==> config.mk <==
export PLATFORM = sky130hd
export DESIGN_NAME = inst_prefetch_buffer
export DESIGN_NICKNAME = d
export VERILOG_FILES = /design/src/rtl/inst_prefetch_buffer_pkg.sv /design/src/rtl/inst_prefetch_buffer_fifo.sv /design/src/rtl/inst_prefetch_buffer.sv
export SDC_FILE = /design/constraint.sdc
export NUM_CORES = 1
export LEC_CHECK = 0
export ABC_AREA = 1
export BUFFER_PORTS_ARGS = -buffer_cell sky130_fd_sc_hd__buf_2
export CAP_MARGIN = 20
export CORE_MARGIN = 5
export CORE_UTILIZATION = 63
export DETAILED_ROUTE_END_ITERATION = 16
export GPL_TIMING_DRIVEN = 0
export PLACE_DENSITY = 0.84
export SYNTH_ARGS = -nofsm -noshare
export SYNTH_HDL_FRONTEND = slang
export SYNTH_SLANG_ARGS = --single-unit
==> constraint.sdc <==
create_clock -name clk -period 7.8 [get_ports clk]
set_input_delay 1.56 -clock clk [delete_from_list [all_inputs] [get_ports clk]]
set_output_delay 1.56 -clock clk [all_outputs]
set_load 0.02 [all_outputs]
==> src/rtl/inst_prefetch_buffer_pkg.sv <==
// Shared types for the instruction prefetch buffer.
// FSM encoding, NOP word and the default boot PC.
package inst_prefetch_buffer_pkg;

  typedef enum logic [1:0] {
    PF_IDLE    = 2'd0,
    PF_WAIT    = 2'd1,
    PF_DISCARD = 2'd2
  } pf_state_e;

  localparam logic [31:0] NOP_WORD     = 32'h0;
  localparam logic [31:0] RESET_PC_DEF = 32'h0;

  typedef struct packed {
    logic [31:0] instr;
    logic [31:0] pc_plus4;
  } pf_entry_t;

endpackage

==> src/rtl/inst_prefetch_buffer_fifo.sv <==
// pf_fifo: circular buffer of fetched words with flush.
// Pointers wrap naturally because DEPTH is a power of two.
module pf_fifo
  import inst_prefetch_buffer_pkg::*;
#(
  parameter int DEPTH = 4
) (
  input  logic      clk,
  input  logic      rst_n,
  input  logic      push,
  input  logic      pop,
  input  logic      flush,
  input  pf_entry_t wdata,
  output pf_entry_t rdata,
  output logic      empty,
  output logic      full
);

  localparam int AW = (DEPTH > 1) ? $clog2(DEPTH) : 1;
  localparam int CW = $clog2(DEPTH + 1);

  logic [AW-1:0] wr_ptr_q, wr_ptr_d;
  logic [AW-1:0] rd_ptr_q, rd_ptr_d;
  logic [CW-1:0] count_q, count_d;
  pf_entry_t     mem_q [DEPTH];

  always_comb begin
    wr_ptr_d = wr_ptr_q;
    rd_ptr_d = rd_ptr_q;
    count_d  = count_q;
    if (flush) begin
      wr_ptr_d = '0;
      rd_ptr_d = '0;
      count_d  = '0;
    end else begin
      if (push) wr_ptr_d = wr_ptr_q + 1'b1;
      if (pop)  rd_ptr_d = rd_ptr_q + 1'b1;
      case ({push, pop})
        2'b10:   count_d = count_q + 1'b1;
        2'b01:   count_d = count_q - 1'b1;
        default: count_d = count_q;
      endcase
    end
  end

  always_ff @(posedge clk or negedge rst_n) begin
    if (!rst_n) begin
      wr_ptr_q <= '0;
      rd_ptr_q <= '0;
      count_q  <= '0;
    end else begin
      wr_ptr_q <= wr_ptr_d;
      rd_ptr_q <= rd_ptr_d;
      count_q  <= count_d;
    end
  end

  // storage needs no reset: reads are masked while empty
  always_ff @(posedge clk) begin
    if (push && !flush) mem_q[wr_ptr_q] <= wdata;
  end

  assign rdata = mem_q[rd_ptr_q];
  assign empty = (count_q == '0);
  assign full  = (count_q == CW'(DEPTH));

endmodule

==> src/rtl/inst_prefetch_buffer.sv <==
// Instruction prefetch buffer: one outstanding imem read,
// FIFO of {instr, pc+4} toward decode, redirect flush.
module inst_prefetch_buffer
  import inst_prefetch_buffer_pkg::*;
#(
  parameter int          DEPTH    = 4,
  parameter logic [31:0] RESET_PC = RESET_PC_DEF
) (
  input  logic        clk,
  input  logic        reset,
  output logic        imem_req,
  output logic [31:0] imem_addr,
  input  logic        imem_ack,
  input  logic [31:0] imem_rdata,
  input  logic        redirect,
  input  logic [31:0] redirect_pc,
  input  logic        stall,
  output logic [31:0] instr_out,
  output logic [31:0] pc_plus4_out,
  output logic        instr_valid
);

  pf_state_e   state_q, state_d;
  logic [31:0] fetch_pc_q, fetch_pc_d;
  logic        req_q, req_d;
  logic [31:0] addr_q, addr_d;

  logic      push, pop, empty, full;
  pf_entry_t wdata, head;

  always_comb begin
    state_d    = state_q;
    fetch_pc_d = fetch_pc_q;
    req_d      = req_q;
    addr_d     = addr_q;
    push       = 1'b0;
    unique case (state_q)
      PF_IDLE: begin
        if (redirect) begin
          fetch_pc_d = redirect_pc;
        end else if (!full) begin
          req_d   = 1'b1;
          addr_d  = fetch_pc_q;
          state_d = PF_WAIT;
        end
      end
      PF_WAIT: begin
        if (redirect) begin
          fetch_pc_d = redirect_pc;
          if (imem_ack) begin
            req_d   = 1'b0;
            state_d = PF_IDLE;
          end else begin
            state_d = PF_DISCARD;
          end
        end else if (imem_ack) begin
          push       = 1'b1;
          fetch_pc_d = fetch_pc_q + 32'd4;
          req_d      = 1'b0;
          state_d    = PF_IDLE;
        end
      end
      PF_DISCARD: begin
        // request stays up; its data is thrown away
        if (redirect) fetch_pc_d = redirect_pc;
        if (imem_ack) begin
          req_d   = 1'b0;
          state_d = PF_IDLE;
        end
      end
      default: state_d = PF_IDLE;
    endcase
  end

  always_ff @(posedge clk or negedge reset) begin
    if (!reset) begin
      state_q    <= PF_IDLE;
      fetch_pc_q <= RESET_PC;
      req_q      <= 1'b0;
      addr_q     <= RESET_PC;
    end else begin
      state_q    <= state_d;
      fetch_pc_q <= fetch_pc_d;
      req_q      <= req_d;
      addr_q     <= addr_d;
    end
  end

  assign wdata = '{instr: imem_rdata, pc_plus4: fetch_pc_q + 32'd4};
  assign pop   = !empty && !stall && !redirect;

  pf_fifo #(.DEPTH(DEPTH)) u_fifo (
    .clk   (clk),
    .rst_n (reset),
    .push  (push),
    .pop   (pop),
    .flush (redirect),
    .wdata (wdata),
    .rdata (head),
    .empty (empty),
    .full  (full)
  );

  assign imem_req     = req_q;
  assign imem_addr    = addr_q;
  assign instr_valid  = !empty;
  assign instr_out    = empty ? NOP_WORD : head.instr;
  assign pc_plus4_out = empty ? 32'h0 : head.pc_plus4;

endmodule

==> flow_results.org <==
** Run status
- Run status :: completed

** Power
- In this run the static leakage power is between 6 and 7 nW.
- The worst-case IR drop observed on VDD is between 0.2 and 0.3 mV.
- P per Cell Area :: around 380 mW/mm2

** Routing
- In the routed design, unresolved DRC markers number 0.
- The first routing iteration left approximately 1200 violations.
- The count of nets left with antenna violations once routing finished came out at 0.
- Routed Wire Length :: around 36000 um
- The first TritonRoute pass finished after 7 iterations.
- Total vias in the final route :: between 10000 and 15000
- In the routed layout, each cell is associated on average with a via count of about 5.8.
- Per-cell routed wire length :: roughly 19 um

** Hold path
- Worst hold start :: imem_addr[23]$_DFFE_PN0P_
- In this run the worst hold path is classified as reg2reg.

** Clock network
- Worst-path clk slew :: ~0.06 ns
- CTS H-tree depth :: 2
- Number of buffers on the longest clock path :: 3
- For this design, the CTS-stage hold fixing added 0 buffers.
- The root buffer cell chosen for the clock tree is clkbuf_16.
- In this run, post-CTS repair resized a total of 0 instances.
- CTS saw 330 sinks.
- After clock tree synthesis, the setup repair step added 0 buffers.
- TritonCTS built the clock tree.
- Worst-Skew Late Latency :: 0.51 ns
- Buffers inserted during clock tree synthesis total 34.

** Logic synthesis
- Count of yosys warnings during synthesis :: 0
- Netlist Area Pre-Place :: about 0.014 mm2
- Flip-flop and latch count after synthesis :: 330
- The share of the Yosys chip area taken by registers is 67.9%.
- Gate Count Post-Synth :: about 1400
- Net count after synthesis :: between 1000 and 1500
- The average instance in the mapped netlist occupies 10.4 um2.
- After synthesis, the netlist uses 30 different library cells.

** GRT
- The first global-routing pass estimated about 56000 um of wire.
- Grt total ovfl :: 0
- The initial antenna violation count came to 1.
- The number of global-route vias before repair came to 10500.
- Maximum number of pins on one net before global-route repair :: 65
- All-Layer GR Usage :: 27.6%

** Floorplan
- After floorplanning, the core was sized to cover approximately 0.022 mm2.
- The initialized floorplan defines 54 standard-cell rows.
- Initial Utilization :: approximately 64%
- Boundary Pins :: between 150 and 200
- Area of the die :: about 0.025 mm2
- Measured along the x axis, the die boundary spans approximately 160 um.
- Y dimension of the die :: between 150 and 200 um

** Setup path
- Launching element type of the critical path :: flop
- At the worst endpoint, the arrival time is ~2.5 ns.
- Of all nets on the critical path, the largest fanout is 10.
- At the worst endpoint, the required time is between 6 and 7 ns.
- The critical path starts at u_fifo.count_q[0]$_DFFE_PN0P_.
- The worst setup path is of the reg2out kind.
- STA classifies the critical path endpoint as an output pin.
- The worst register-to-register path begins at state_q[1]$_DFFE_PN0P_.

** STA
- Fin Clk Skew :: around 0.019 ns
- The total count of hold-check failures in the final report was 0.
- For this run, the top clock speed supported by timing is between 200 and 250 MHz.
- The worst path meets setup with about 3.7 ns of slack.
- The final critical path takes up between 50% and 60% of the cycle.
- Max Slew Vio Count :: 0
- Final min period :: around 4.1 ns
- Worst slew slack as a fraction of its limit :: roughly three fifths
- Setup repair after global routing missed its margin :: no
- Setup TNS :: 0 ns
- At the pin with the least slew margin, the transition time is ~0.6 ns.
- Setup violations remaining at the end of the flow were counted as 0.

** Final layout
- The area growth from synthesis to layout is 17.5%.
- The library cell used most frequently in the layout, excluding fill and tap cells, is nor2_1.
- Share of the core filled with cells in the final layout :: between 70% and 80%
- Share of post-route cells with drive strength above 1 :: 17.9%
- The net count of the finished layout is 1641.
- Filler-free cell count of the finished design :: about 1900
- Antenna diodes :: 0
- In the layout the commonest cells are 342 x nor2_1, 256 x edfxtp_1, 194 x buf_2.

** Placement
- Number of instances in the placed design :: roughly 1800
- Routability-driven placement finished with a final weighted congestion of slightly below 1.
- During placement, the flow inserted port buffers numbering between 150 and 200.
- Pre-CTS setup slack :: roughly 4.2 ns
- Detailed placement finished with a half-perimeter wire length of 23800 um.

** Job
- Max-cap violations in this run came to 0.
## Yosys cell counts, drive strengths merged
cell type  instances  area share (%)
nor2             354             9.7
edfxtp           256              55
nand2            195             5.2
o21ai            190             6.8
a21oi             83             3.0
dfrtp             74              13
inv               62             1.7
buf               47             1.5
nand3             34             1.3
clkbuf            17            0.47
o22ai             11            0.49
ha                10            0.89
xor2               8            0.50
and2               2           0.089
o21bai             2            0.11
fa                 1            0.14
nand3b             1           0.053
nand4              1           0.045
o31ai              1           0.053
xnor2              1           0.062
## cell families (layout without fill, tap and decap cells)
group	after synthesis	in the layout	share of synthesized area (%)
AND/OR/NAND/NOR	587	587	16.5
XOR/XNOR	9	9	0.561
AO/OA/AOI/OAI	287	287	10.4
adder cells (fa/ha/maj)	11	11	1.03
flip-flops	330	330	67.9
buffers and inverters	126	359	3.64
## per-layer routing
layer  GRT usage, %  share of wire (%)
met4           9.85                3.5
met2           45.0                 48
met5              0              0.036
met1           38.0                 39
met3           4.63                9.4
## power by group
part	switching, mW	internal [mW]	leakage (nW)	total (mW)
Combinational	1.67	0.649	2.85	2.32
Clock	0.652	0.901	0.533	1.55
Sequential	0.188	2.27	3.22	2.46
## cell type report
cell class / instances / area, um2
well taps: 280 / 350
inverters: 62 / 233
multi-input cells: 894 / 4030
flip-flops and latches: 330 / 9540
clock buffers: 39 / 905
clock inverters: 19 / 156
plain buffers: 64 / 279
fillers: 1445 / 5380
repair buffers: 175 / 1020
## registers in the layout (all words and copies together), names as in the netlist
register         count
u_fifo.mem_q       256
fetch_pc_q          32
imem_addr           32
u_fifo.count_q       3
state_q              2
u_fifo.rd_ptr_q      2
u_fifo.wr_ptr_q      2
imem_req             1
## worst max-delay path, stage by stage, from the launching register on
cell and delay, ns:
dfrtp_1 0.42, inv_1 0.12, nand3_1 0.28, inv_2 0.31
buf_1 0.49, a21oi_1 0.18, buf_2 0.21
## per-stage QoR
step / hold slack [ns] / power [mW] / cell area (um2)
final: 0.485 / 6.33 / 16500
after global routing: 0.531 / 6.68 / 16500
after CTS: 0.489 / 6.32 / 16500
after detailed placement: 0.472 / 4.77 / 15500
after global placement: 0.468 / 4.68 / 15200
after floorplan: 0.471 / 3.92 / 14100
## final timing paths
kind / end / slack, ns / depth (start not counted)
worst max-delay path: pc_plus4_out[9] / 3.72 / 6
worst min-delay path: imem_addr[23]$_DFFE_PN0P_ / 0.48 / 2
worst max register to register: u_fifo.count_q[2]$_DFFE_PN0P_ / 5.39 / 9
worst min register to register: imem_addr[23]$_DFFE_PN0P_ / 0.48 / 2
max in group asynchronous: fetch_pc_q[20]$_DFFE_PN0P_ / 6.32 / 2
min in group asynchronous: imem_req$_DFFE_PN0P_ / 0.89 / 1
(Power assumes the default switching activity.)
